--- config.mk ---
export PLATFORM = sky130hd
export DESIGN_NAME = ps2_packet_assembler
export DESIGN_NICKNAME = d
export VERILOG_FILES = /design/src/rtl/ps2_packet_assembler_pkg.sv /design/src/rtl/ps2_packet_assembler_gap_timer.sv /design/src/rtl/ps2_packet_assembler.sv
export SDC_FILE = /design/constraint.sdc
export NUM_CORES = 1
export LEC_CHECK = 0
export BUFFER_PORTS_ARGS = -buffer_cell sky130_fd_sc_hd__buf_2
export CAP_MARGIN = 25
export CORE_ASPECT_RATIO = 1.25
export CORE_MARGIN = 5
export CORE_UTILIZATION = 50
export CTS_CLUSTER_SIZE = 40
export DETAILED_ROUTE_END_ITERATION = 8
export PLACE_DENSITY = 0.79
export SKIP_LAST_GASP = 1
export SLEW_MARGIN = 20
export SYNTH_ARGS = -nofsm -noshare
export SYNTH_HDL_FRONTEND = slang
export SYNTH_SLANG_ARGS = --single-unit
--- constraint.sdc ---
create_clock -name qzt_clk -period 2 [get_ports qzt_clk]
set_input_delay 0.1 -clock qzt_clk [delete_from_list [all_inputs] [get_ports qzt_clk]]
set_output_delay 0.1 -clock qzt_clk [all_outputs]
set_load 0.03 [all_outputs]
--- src/rtl/ps2_packet_assembler_pkg.sv ---
// Shared constants for the PS/2 mouse packet path: ACK code, status bit map
// and the packet-alignment state encoding.
package ps2_packet_assembler_pkg;

  localparam logic [7:0] PS2_ACK = 8'hFA;

  localparam int BTN_L   = 0;
  localparam int BTN_R   = 1;
  localparam int BTN_M   = 2;
  localparam int ALWAYS1 = 3;
  localparam int XSIGN   = 4;
  localparam int YSIGN   = 5;
  localparam int XOVF    = 6;
  localparam int YOVF    = 7;

  typedef enum logic [1:0] {
    S_B1 = 2'd0,
    S_B2 = 2'd1,
    S_B3 = 2'd2
  } ps2_state_t;

endpackage

--- src/rtl/ps2_packet_assembler_gap_timer.sv ---
// Inter-byte gap timer: counts while a packet is partially assembled and
// flags when the gap reaches TIMEOUT_CYCLES-1 cycles.
module ps2_gap_timer #(
  parameter int TIMEOUT_CYCLES = 100_000
) (
  input  logic qzt_clk,
  input  logic rst_n,
  input  logic clear,
  input  logic run,
  output logic expired
);

  localparam int CNT_W = (TIMEOUT_CYCLES > 1) ? $clog2(TIMEOUT_CYCLES) : 1;
  localparam logic [CNT_W-1:0] LAST = CNT_W'(TIMEOUT_CYCLES - 1);

  logic [CNT_W-1:0] cnt;

  always_ff @(posedge qzt_clk) begin
    if (!rst_n) begin
      cnt <= '0;
    end else if (clear || !run) begin
      cnt <= '0;
    end else if (cnt != LAST) begin
      cnt <= cnt + 1'b1;
    end
  end

  assign expired = run && (cnt == LAST);

endmodule

--- src/rtl/ps2_packet_assembler.sv ---
// Aligns PS/2 receiver bytes into 3-byte mouse packets, filters command ACKs,
// and recovers from bad or missing bytes via an inter-byte timeout.
module ps2_packet_assembler
  import ps2_packet_assembler_pkg::*;
#(
  parameter int TIMEOUT_CYCLES = 100_000,
  parameter int SYNC_ERR_W     = 8
) (
  input  logic                  qzt_clk,
  input  logic                  rst_n,
  input  logic [7:0]            rx_data,
  input  logic                  rx_valid,
  input  logic                  rx_err,
  input  logic                  expect_ack,
  output logic                  pkt_valid,
  output logic [2:0]            buttons,
  output logic [8:0]            delta_x,
  output logic [8:0]            delta_y,
  output logic                  x_ovf,
  output logic                  y_ovf,
  output logic [7:0]            status_raw,
  output logic                  ack_seen,
  output logic [SYNC_ERR_W-1:0] sync_err
);

  function automatic logic [SYNC_ERR_W-1:0] sat_inc(input logic [SYNC_ERR_W-1:0] v);
    return (&v) ? v : v + 1'b1;
  endfunction

  // An overflowed axis reports zero motion rather than a wrapped value.
  function automatic logic signed [8:0] ovf_delta(input logic sign, input logic [7:0] mag,
                                                  input logic ovf);
    return ovf ? 9'sd0 : $signed({sign, mag});
  endfunction

  ps2_state_t state_q, state_d;
  logic [7:0] stat_p0;
  logic [7:0] dx_p0;
  logic       latch_stat, latch_dx, commit_p0, ack_p0, err_inc;
  logic       tmr_clear, tmr_run, tmr_expired;

  assign tmr_run   = (state_q != S_B1);
  assign tmr_clear = rx_valid || (state_q == S_B1);

  ps2_gap_timer #(
    .TIMEOUT_CYCLES(TIMEOUT_CYCLES)
  ) u_gap_timer (
    .qzt_clk (qzt_clk),
    .rst_n   (rst_n),
    .clear   (tmr_clear),
    .run     (tmr_run),
    .expired (tmr_expired)
  );

  always_ff @(posedge qzt_clk) begin
    if (!rst_n) state_q <= S_B1;
    else        state_q <= state_d;
  end

  // A byte arriving on the timeout cycle takes precedence over the timeout.
  always_comb begin
    state_d    = state_q;
    latch_stat = 1'b0;
    latch_dx   = 1'b0;
    commit_p0  = 1'b0;
    ack_p0     = 1'b0;
    err_inc    = 1'b0;
    if (rx_valid) begin
      if (rx_err) begin
        state_d = S_B1;
        err_inc = 1'b1;
      end else begin
        case (state_q)
          S_B1: begin
            if (expect_ack && (rx_data == PS2_ACK)) begin
              ack_p0 = 1'b1;
            end else if (rx_data[ALWAYS1]) begin
              latch_stat = 1'b1;
              state_d    = S_B2;
            end else begin
              err_inc = 1'b1;
            end
          end
          S_B2: begin
            latch_dx = 1'b1;
            state_d  = S_B3;
          end
          S_B3: begin
            commit_p0 = 1'b1;
            state_d   = S_B1;
          end
          default: state_d = S_B1;
        endcase
      end
    end else if (tmr_expired) begin
      state_d = S_B1;
      err_inc = 1'b1;
    end
  end

  // Capture stage: partial-packet bytes, no reset needed.
  always_ff @(posedge qzt_clk) begin
    if (latch_stat) stat_p0 <= rx_data;
    if (latch_dx)   dx_p0   <= rx_data;
  end

  // Output stage: registered packet, strobes and error counter.
  always_ff @(posedge qzt_clk) begin
    if (!rst_n) begin
      pkt_valid  <= 1'b0;
      ack_seen   <= 1'b0;
      buttons    <= '0;
      delta_x    <= '0;
      delta_y    <= '0;
      x_ovf      <= 1'b0;
      y_ovf      <= 1'b0;
      status_raw <= '0;
      sync_err   <= '0;
    end else begin
      pkt_valid <= commit_p0;
      ack_seen  <= ack_p0;
      if (err_inc) sync_err <= sat_inc(sync_err);
      if (commit_p0) begin
        buttons    <= {stat_p0[BTN_M], stat_p0[BTN_R], stat_p0[BTN_L]};
        delta_x    <= ovf_delta(stat_p0[XSIGN], dx_p0, stat_p0[XOVF]);
        delta_y    <= ovf_delta(stat_p0[YSIGN], rx_data, stat_p0[YOVF]);
        x_ovf      <= stat_p0[XOVF];
        y_ovf      <= stat_p0[YOVF];
        status_raw <= stat_p0;
      end
    end
  end

endmodule

### Word-level counts from Yosys, hierarchy flattened

Index checks and enable logic that the tools add are counted.

| cells by class | value |
|---|---|
| add/subtract/negate cells | 2 |
| equality and inequality tests | 7 |
| multiplexer cells | 26 |
| bitwise gates (word level) | 4 |
| reduce and logical (&&, ||, !) cells | 13 |

Operators with widths:

| kind | number |
|---|---|
| $mux W1 | 18 |
| $mux W9 | 2 |
| $add A17 B1 Y17 const B | 1 |
| $eq A17 B17 Y1 const B | 1 |
| $ne A17 B17 Y1 const B | 1 |
| $mux W2 | 5 |
| $add A8 B1 Y8 const B | 1 |
| $eq A8 B8 Y1 const B | 1 |
| $ne A4 B4 Y1 const B | 2 |
| $reduce_and A8 Y1 | 1 |
| $not A1 Y1 | 4 |
| $pmux W2 S2 | 1 |
| $reduce_bool A2 Y1 | 2 |
| $reduce_or A4 Y1 | 1 |
| $reduce_and A3 Y1 | 1 |
| $eq A2 B1 Y1 const B | 1 |
| $eq A2 B2 Y1 const B | 1 |
| $logic_and A1 B1 Y1 | 2 |
| $logic_not A2 Y1 | 1 |
| $logic_or A1 B1 Y1 | 2 |
| $reduce_and A2 Y1 | 1 |
| $reduce_or A2 Y1 | 1 |
| $logic_not A1 Y1 | 1 |

| storage, ports and cells | value |
|---|---|
| flip-flop bits (word level) | 76 |
| input port bits | 13 |

### Longest topological paths before layout

| depth | value |
|---|---|
| word-level depth | 7 |
| gate-level depth with buffers | 7 |

### By module

A second synthesis with hierarchy kept.

| unflattened totals | value |
|---|---|
| cell total of the unflattened synthesis | 309 |
| area, all modules | 3000.4 um^2 |

Modules (own cells, without submodules):

| module | times used | cells an instance | area an instance (um^2) | seq. area each (um^2) |
|---|---|---|---|---|
| ps2_packet_assembler | 1 | 206 | 2079.5 | 1241.2 |
| ps2_gap_timer | 1 | 103 | 920.9 | 340.3 |

### Worst setup path before layout

OpenSTA, ideal clock, no wires.

| timing | value |
|---|---|
| path kind | flip-flop to flip-flop |
| start point | register u_gap_timer.cnt[0] |
| end point | register sync_err[4] |
| library setup time | 70 ps |
| data arrival time | 1684 ps |
| required time | 1930 ps |
| setup slack | 246 ps |
| stages on the path, launching flop included | 8 |
| clock period less this slack | 1754 ps |
| cells stage by stage | dfxtp_1 -> ha_1 -> and2_2 -> and3_4 -> a21oi_2 -> buf_6 -> or4_1 -> a21boi_1 |

| between the ends | value |
|---|---|
| word-level cells in the longest chain between the ends | 5 |

Ends and longest elaborated chain:

| item | RTL line | source |
|---|---|---|
| from (decl) | ps2_packet_assembler_gap_timer.sv:16 | `logic [CNT_W-1:0] cnt;` |
| from (signal assigned) | ps2_packet_assembler_gap_timer.sv:24 | `cnt <= cnt + 1'b1;` |
| $eq A17 B17 Y1 | ps2_packet_assembler_gap_timer.sv:28 | `assign expired = run && (cnt == LAST);` |
| $logic_and A1 B1 Y1 | ps2_packet_assembler_gap_timer.sv:28 |  |
| $mux W1 | ps2_packet_assembler.sv:95 | `end else if (tmr_expired) begin` |
| $mux W1 | ps2_packet_assembler.sv:68 | `if (rx_valid) begin` |
| $reduce_and A2 Y1 (no source line) | n/a |  |
| to (signal assigned) | ps2_packet_assembler.sv:122 | `if (err_inc) sync_err <= sat_inc(sync_err);` |
| to (decl) | ps2_packet_assembler.sv:23 | `output logic [SYNC_ERR_W-1:0] sync_err` |

Every way passes these cells.
A chain may end at the register's enable or synchronous reset.

### Worst setup path in the final report

| timing | value |
|---|---|
| start point | register u_gap_timer.cnt[0] |
| end point | register sync_err[3] |

The elaborated chain is that of the path after synthesis.

==> results.sh <==
export IMPL_cts_root_buf="clkbuf_8"
export IMPL_portBuffers=53
export IMPL_tightest_slew_ns=0.715
export IMPL_setup_viol=0
export IMPL_clkSlewWorstSetupHoldPaths_ns=0.08
export IMPL_drv_cap=0
export IMPL_maxSlewHeadroom_pct=52.1
export IMPL_drc_errors=0
export IMPL_grt_pass1_wl_mm=9.87
export IMPL_multi_input_area_um2=1310
export IMPL_switching_share_pct=22.9
export IMPL_die_area_um2=7600
export IMPL_num_fill_cells=486
export IMPL_yosysSeqAreaShare_pct=53.2
export IMPL_hold_viol_final=0
export IMPL_grt_total_usage_pct=16.7
export IMPL_finalCritPeriodShare_pct=94.9
export IMPL_critPathRequiredTime_ns=2.27
export IMPL_regArea_um2=1580
export IMPL_drtPass1Iterations=4
export IMPL_ctsLongestPathBuffers=2
export IMPL_antenna_found_initial=0
export IMPL_leakage_nw=1.32
export IMPL_clk_insertion_delay_late_ns=0.35
export IMPL_numCtsBuffers=9
export IMPL_final_common_cell="dfxtp_1"
export IMPL_cts_sinks=71
export IMPL_diodes=0
export IMPL_syn_to_final_growth_pct=19.5
export IMPL_intPower_mw=2.11
export IMPL_drive_above_1_share_pct=22.2
export IMPL_synth_top_area_share_pct=37.0
export IMPL_setup_tns_ns=0
export IMPL_netSwitchingPower_mw=0.625
export IMPL_layout_common_cells="55 x dfxtp_1, 53 x buf_2, 47 x nand2_1"
export IMPL_nets=375
export IMPL_coreArea_um2=5780
export IMPL_wl_per_cell_um=14.0
export IMPL_syn_inst=299
export IMPL_netlist_area_um2=2970
export IMPL_path_class="reg -> reg"
export IMPL_dp_hpwl_mm=4.31
export IMPL_cp_max_fo=11
export IMPL_die_w_um=79.0
export IMPL_ir_drop_uv=427
export IMPL_fin_skew_ns=0.00949
export IMPL_drt_initial_drc_count=147
export IMPL_ios=54
export IMPL_r2r_start="u_gap_timer.cnt[0]$_SDFFE_PP0P_"
export IMPL_globalRouteOverflowTotal=0
export IMPL_grt_pass1_vias=2253
export IMPL_yosys_warnings=0
export IMPL_synth_area_leaders="dfxtp_1 37%, edfxtp_1 16%, a21boi_0 6.8%, nand2_1 5.9%, nand3b_1 4.8%"
export IMPL_worst_path_dominant_cell_family="simple AND/OR/NAND/NOR gates"
export IMPL_routed_wl_mm=6.04
export IMPL_cp_slowest_cell="or4_1"
export IMPL_powerDensity_nw_per_um2=769
export IMPL_finalMaxSlewViolations=0
export IMPL_timing_fmax_ghz=0.527
export IMPL_hold_slack_ns=0.0401
export IMPL_syn_avg_cell_area_um2=9.94
export IMPL_synth_largest_area_cell="dfxtp_1"
export IMPL_die_h_um=96.2
export IMPL_start_kind="flip-flop"
export IMPL_rows=31
export IMPL_startpoint="u_gap_timer.cnt[0]$_SDFFE_PP0P_"
export IMPL_grt_max_degree=45
export IMPL_cts_resized=0
export IMPL_vias=2330
export IMPL_hp_start="rx_data[3]"
export IMPL_crit_buf_inv=0
export IMPL_synth_distinct_cells=42
export IMPL_grt_setup_unrepaired="no"
export IMPL_place_gp_congestion=0.885
export IMPL_start_util_pct=51.4
export IMPL_crit_path_end_kind="flip-flop"
export IMPL_hp_class="in -> reg"
export IMPL_ys_seq_elements=71
export IMPL_clock_power_share_pct=41.9
export IMPL_cts_setup_buffers=0
export IMPL_fin_crit_ns=1.90
export IMPL_viasPerCell=5.41
export IMPL_drtAntennaViolNets=0
export IMPL_cts_max_level=3
export IMPL_critical_path_max_stage_delay_ns=0.53
export IMPL_tritoncts="yes"
export IMPL_path_cells="ha_1 > and2_2 > and3_4 > a21oi_2 > or4_1 > a21boi_0"
export IMPL_pwr_share_comb_pct=3.8
export IMPL_syn_nets=314
export IMPL_seqPwrFrac_pct=54.3
export IMPL_worstPathArrival_ns=2.17
export IMPL_status="completed"
Yosys cell counts (all sizes together):
library cell	instances
a21boi	28
a21oi	3
and2	3
and3	5
and4	2
and4bb	1
buf	6
clkbuf	10
dfxtp	55
edfxtp	16
ha	2
mux2i	7
nand2	47
nand2b	6
nand3	15
nand3b	19
nand4	4
nor2	25
nor2b	2
nor3	4
nor3b	3
nor4	5
nor4bb	1
o2111ai	1
o211ai	2
o21a	1
o21ai	3
o31ai	2
o32a	1
or3	1
or3b	1
or4	2
xnor2	4
xor2	12
path summary, 6_finish.rpt:
path	endpoint	slack [ns]	cells after the start
hold / removal	dx_p0[3]$_DFFE_PP_	0.04	1
setup reg to reg	sync_err[3]$_SDFFE_PN0P_	0.10	6
setup / recovery	sync_err[3]$_SDFFE_PN0P_	0.10	6
hold reg to reg	delta_x[5]$_SDFFE_PN0P_	0.46	2
cells by family (layout without fill, tap and decap cells):
logic type      count (synthesis)  count (layout)  synth area share (%)
compound gates                 41              41                  10.1
xor+xnor                       16              16                  4.71
fa+ha+maj                       2               2                 0.842
buf+inv                        16              82                  2.90
flops                          71              71                  53.2
mux                             7               7                  2.36
simple gates                  146             146                  25.9
final cells by class:
type,instances,area share [%]
multi-input combinational,212,36.7
sequential,71,44.5
clock buffer,9,3.49
tap,66,2.32
timing repair buffer,66,10.7
clock inverter,7,2.25
what timing repair did:
| action | in CTS | in global routing |
|---|---|---|
| endpoints found under the hold margin | 12 | 2 |
| hold buffers | 6 | 1 |
| endpoints found under the setup margin | 0 | 0 |
layer usage:
metal | share of wire (%) | up-vias | GRT usage (%)
li1 | - | 1166 | -
met1 | 40 | 1103 | 17.6
met2 | 54 | 46 | 30.9
met3 | 3.8 | 15 | 3.37
met4 | 2.3 | 0 | 9.74
met5 | 0 | - | 0
metrics by stage:
step           instance area [um^2]  instances  util (%)  worst slack, ns  power, mW
5_1_grt                        3550        431      61.5           0.0470       2.84
2_1_floorplan                  2970        299         -            0.246       1.57
6_report                       3550        431      61.5            0.101       2.73
3_5_place_dp                   3280        408      56.7            0.115       1.61
3_3_place_gp                   3280        408      56.7            0.216       1.61
4_1_cts                        3540        430      61.3            0.119       2.77
registers in the layout, summed over array words and instances (netlist names):
name	flops
pkt_valid	1
sync_err	8
stat_p0	8
dx_p0	8
y_ovf	1
state_q	2
u_gap_timer.cnt	17
delta_x	9
delta_y	9
ack_seen	1
status_raw	5
buttons	2
worst register-to-register path: cells and delay by family, from the launching register on:
kind | cells | cell delay (ns)
AO/OA/AOI/OAI | 2 | 0.32
adder cells (fa/ha/maj) | 1 | 0.20
flip-flops | 1 | 0.38
AND/OR/NAND/NOR | 3 | 0.94
power by group through the flow:
| stage | clock network, mW | registers [mW] | logic, mW |
|---|---|---|---|
| 6_report | 1.14 | 1.48 | 0.104 |
| 5_1_grt | 1.24 | 1.49 | 0.113 |
| 4_1_cts | 1.18 | 1.48 | 0.103 |
| 3_5_place_dp | 0 | 1.52 | 0.0938 |
| 3_3_place_gp | 0 | 1.52 | 0.0925 |
| 2_1_floorplan | 0 | 1.52 | 0.0507 |
Power figures use the tool's default switching activity.
